==> src/rtl/seq_fsm.sv <==
// seq_fsm: programmable step-sequence source with dwell,
// wrap/ping-pong/one-shot modes, start/stop and busy/done status.
//
// Ports:
//   clk, rst        rising-edge clock, async active-low reset
//   en              advance qualifier (freezes dwell and step)
//   start, stop     run control (start in IDLE, stop in RUN)
//   mode            00 wrap, 01 ping-pong, 10 one-shot, 11 wrap
//   dwell           each step lasts dwell+1 en cycles
//   wr_en/idx/data  table write port
//   salida          current step word (0 when idle)
//   step            current step index
//   busy, done      running flag, one-shot completion pulse
module seq_fsm #(
  parameter int WIDTH   = 2,
  parameter int STEPS   = 2,
  parameter int DWELL_W = 4,
  localparam int IDXW   = (STEPS > 2) ? $clog2(STEPS) : 1
) (
  input  logic               clk,
  input  logic               rst,
  input  logic               en,
  input  logic               start,
  input  logic               stop,
  input  logic [1:0]         mode,
  input  logic [DWELL_W-1:0] dwell,
  input  logic               wr_en,
  input  logic [IDXW-1:0]    wr_idx,
  input  logic [WIDTH-1:0]   wr_data,
  output logic [WIDTH-1:0]   salida,
  output logic [IDXW-1:0]    step,
  output logic               busy,
  output logic               done
);

  typedef enum logic {
    IDLE,
    RUN
  } state_t;

  localparam logic [IDXW-1:0] LAST =
    IDXW'(STEPS - 1);
  localparam logic [IDXW:0] NSTEPS =
    (IDXW + 1)'(STEPS);

  state_t             state;
  logic [WIDTH-1:0]   tbl [STEPS];
  logic [DWELL_W-1:0] cnt;
  logic [DWELL_W-1:0] dwell_l;
  logic [1:0]         mode_l;
  logic               dir_dn;

  logic [IDXW-1:0]    nxt_step;
  logic               nxt_dn;
  logic               fin;
  logic               wr_ok;

  // Indices past the table end are silently dropped.
  assign wr_ok = wr_en && ({1'b0, wr_idx} < NSTEPS);

  always_comb begin
    nxt_step = step + IDXW'(1);
    nxt_dn   = dir_dn;
    fin      = 1'b0;
    unique case (1'b1)
      mode_l == 2'b01: begin
        if (dir_dn) begin
          nxt_step = step - IDXW'(1);
          if (step == IDXW'(1))
            nxt_dn = 1'b0;
        end else if (step + IDXW'(1) == LAST) begin
          nxt_dn = 1'b1;
        end
      end
      mode_l == 2'b10: begin
        fin = (step == LAST);
      end
      default: begin
        if (step == LAST)
          nxt_step = '0;
      end
    endcase
  end

  always_ff @(posedge clk or negedge rst) begin
    if (!rst) begin
      state   <= IDLE;
      salida  <= '0;
      step    <= '0;
      busy    <= 1'b0;
      done    <= 1'b0;
      cnt     <= '0;
      dwell_l <= '0;
      mode_l  <= 2'b00;
      dir_dn  <= 1'b0;
      for (int i = 0; i < STEPS; i++)
        tbl[i] <= WIDTH'(i + 1);
    end else begin
      done <= 1'b0;
      // salida below reads the pre-write value,
      // so a same-edge write is seen only on re-entry.
      if (wr_ok)
        tbl[wr_idx] <= wr_data;
      unique case (state)
        IDLE: begin
          if (start) begin
            state   <= RUN;
            step    <= '0;
            salida  <= tbl[0];
            busy    <= 1'b1;
            cnt     <= '0;
            dir_dn  <= 1'b0;
            mode_l  <= mode;
            dwell_l <= dwell;
          end
        end
        RUN: begin
          if (stop) begin
            state  <= IDLE;
            salida <= '0;
            step   <= '0;
            busy   <= 1'b0;
            cnt    <= '0;
          end else if (en) begin
            if (cnt != dwell_l) begin
              cnt <= cnt + DWELL_W'(1);
            end else begin
              cnt <= '0;
              if (fin) begin
                state  <= IDLE;
                salida <= '0;
                step   <= '0;
                busy   <= 1'b0;
                done   <= 1'b1;
              end else begin
                step   <= nxt_step;
                dir_dn <= nxt_dn;
                salida <= tbl[nxt_step];
              end
            end
          end
        end
        default: state <= IDLE;
      endcase
    end
  end

endmodule

==> config.mk <==
export PLATFORM = sky130hd
export DESIGN_NAME = seq_fsm
export DESIGN_NICKNAME = d
export VERILOG_FILES = /design/src/rtl/seq_fsm.sv
export SDC_FILE = /design/constraint.sdc
export NUM_CORES = 1
export LEC_CHECK = 0
export CORE_AREA = 2 2 47 49
export DETAILED_ROUTE_END_ITERATION = 7
export DIE_AREA = 0 0 49 51
export MAX_ROUTING_LAYER = met4
export PLACE_DENSITY = 0.78
export REMOVE_ABC_BUFFERS = 1
export SLEW_MARGIN = 20
export SYNTH_ARGS = -nofsm -noshare
export SYNTH_HDL_FRONTEND = slang
export SYNTH_SLANG_ARGS = --single-unit
==> constraint.sdc <==
create_clock -name clk -period 2.85 [get_ports clk]
set_input_delay 0.4275 -clock clk [delete_from_list [all_inputs] [get_ports clk]]
set_output_delay 0.4275 -clock clk [all_outputs]
set_load 0.02 [all_outputs]
==> metrics.txt <==
final net count 136; CTS Hold Bufs 0; worst path cell trace clkdlybuf4s50_1; # port buffers 19; sequential area share after synthesis 51.21%; Area Growth Syn to Fin 25.10%; internal cell power roughly 520 uW; sequential power share 49.5%; clock skew roughly 0.0015 ns; TritonRoute pass-1 iters 4; Die ar. 2499 um2; H-tree levels 1; worst hold path type register to register; largest net degree at the start of global routing 21; # fillers 190; RSZ-0062 raised after global routing false; Critical Path Max Stage Delay 0.66 ns; fmax 529.7 MHz; final setup violation count 0; worst-skew pair later-pin latency 0.29 ns; Setup crit end step; CTS resizes 0; layout cells sized above 1 10.92%; Setup crit start step; Worst-Margin Slew just under 0.9 ns; synthesized instance count 98; startpoint types register; CP Capture Type output port; DR DRC count 0; async set-reset flop share out of synthesis 100.0%; FF-to-FF Start cnt[3]; core area 2063 um2; R2R Setup Slk between 1 and 1.5 ns; Slew Viols, Final 0; Longest Clk Path Bufs 2; YS warnings 0; Comb pwr share 29.6%; worst r2r dst salida[1]; setup bufs post-CTS 0; Final Hold Viols 0; pwr dens 620.3 nW/um2; fin area around 1200 um2; EDFF count, synth 0; status complete, no violations; CP bufs+invs 1; Worst-path clk slew 0.10 ns; delay-heaviest family, CP buffers and inverters; Routed WL 1835 um; die height around 51 um; Main synth FF type dfrtp_1; Clk pwr share 20.9%; vias in the first global route between 800 and 900; minimum clock period 1.888 ns; vias 784; I/O pin count 20; Slowest-stage cell, CP clkdlybuf4s50_1; first-pass GRT wire length 3381 um; WP data arrival 1.46 ns; TNS Setup 0 ns; # rows 17; Max VDD drop 0.0003558 V; Mean Syn Cell Area about 10 um2; min-delay src salida[0]; # diodes 0; Sw Ratio 31.59%; sw power 240.8 uW; vias per std cell 5.333; max capacitance violation total 0; CTS Sinks 20; drt wl/cell 12.48 um; reg2reg path depth 4; gpl congestion 0.7650; CTS Root Cell clkbuf_4; Num CTS Buffers 3; CP Max Fanout 8; Crit Path Class register to output port; initial core utilization between 40% and 50%; Netlist cell types 29; Final period util 66.25%; Total GRT Usage 18.25%; Die Wd between 40 and 50 um; DRT iter0 DRCs 7; ANT nets after route 0; synthesized flop and latch total 20; Crit. path cell count 1; total gr overflow 0; Slew headroom 41.38%; Worst Path Required 2.42 ns; HPWL Detailed 1421 um; initial antenna violation count 0; Leakage between 0.0005 and 0.0006 uW; Post-DP Area 1192 um2; CTS tree built; Post-Syn Area a little under 1000 um2
per-layer routing:
layer | global-route usage [%] | vias up | wire [um]
met5 | - | - | 0
met4 | 8.571 | 0 | 26
met3 | 2.632 | 4 | 80
met2 | 31.05 | 19 | 950
met1 | 21.65 | 383 | 778
li1 | - | 378 | -
cell usage after synthesis, types with 3 or more instances:
library cell	number	share of area, %
nand2_1	27	10
xor2_1	4	3.6
o21ai_0	8	4.1
dfrtp_1	18	46
nand3_1	3	1.5
nor2b_1	5	3.2
nand2b_1	3	1.9
placed cells by master, fill, tap and decap left out:
cell             instances
nand2_1                 27
clkdlybuf4s50_1         19
dfrtp_1                 18
o21ai_0                  8
nor2b_1                  5
xor2_1                   4
nand2b_1                 3
nand3_1                  3
clkbuf_4                 3
inv_1                    2
a32oi_1                  2
o22ai_1                  2
mux2_1                   2
a21oi_1                  2
nor2_1                   2
mux2_2                   2
dfstp_2                  2
or4_4                    1
or2b_2                   1
nor3_1                   1
and2_1                   1
o41ai_4                  1
nand2_2                  1
nor4_2                   1
a21o_1                   1
a31oi_1                  1
mux2i_1                  1
o2bb2ai_1                1
ha_1                     1
clkbuf_8                 1
state kept, by name (all words and copies together) (netlist names):
| name | cells |
|---|---|
| tbl | 4 |
| state | 1 |
| salida | 2 |
| step | 1 |
| busy | 1 |
| dwell_l | 4 |
| done | 1 |
| mode_l | 2 |
| cnt | 4 |
cell type report:
| class | count | area [um2] | share of cell area [%] |
|---|---|---|---|
| clock buffer | 4 | 36.28 | 2.953 |
| inverter | 2 | 7.507 | 0.6110 |
| sequential | 20 | 503.0 | 40.94 |
| timing repair buffer | 19 | 190.2 | 15.48 |
| multi-input combinational | 74 | 456.7 | 37.17 |
| tap | 28 | 35.03 | 2.851 |
how the worst min path moves through the flow:
stage | end | slack (ns) | depth (start not counted)
6_report | salida[0] | 0.51 | 1
5_1_grt | salida[0] | 0.55 | 1
4_1_cts | salida[0] | 0.52 | 1
3_5_place_dp | salida[0] | 0.48 | 1
3_3_place_gp | salida[0] | 0.48 | 1
2_1_floorplan | busy | 0.13 | 0
metrics by stage:
stage | std cells | utilization, % | hold slack, ns | total power [uW] | worst slack, ns
finish | 147 | 59.55 | 0.5114 | 762.2 | 0.9620
global route | 147 | 59.55 | 0.5451 | 817.5 | 0.8856
CTS | 147 | 59.55 | 0.5157 | 773.5 | 0.9441
detailed placement | 143 | 57.79 | 0.4806 | 610.3 | 0.8975
global placement | 143 | 57.79 | 0.4813 | 604.4 | 0.9653
floorplan | 96 | - | 0.1319 | 515.8 | 1.316
cells by family (layout without fill, tap and decap cells):
| kind of cell | after synthesis | in the layout | share of synthesized area [%] |
|---|---|---|---|
| fa+ha+maj | 1 | 1 | 1.274 |
| flops | 20 | 20 | 51.21 |
| mux | 5 | 5 | 5.605 |
| compound gates | 18 | 18 | 13.25 |
| simple gates | 46 | 46 | 22.80 |
| xor+xnor | 4 | 4 | 3.567 |
| buf+inv | 4 | 25 | 2.293 |
power by group through the flow:
stage	registers, uW	clock network (uW)	logic, uW
2_1_floorplan	394	0	122
3_3_place_gp	382	0	223
3_5_place_dp	383	0	227
4_1_cts	378	167	229
5_1_grt	385	182	251
6_report	377	159	226
Power figures use the tool's default switching activity.
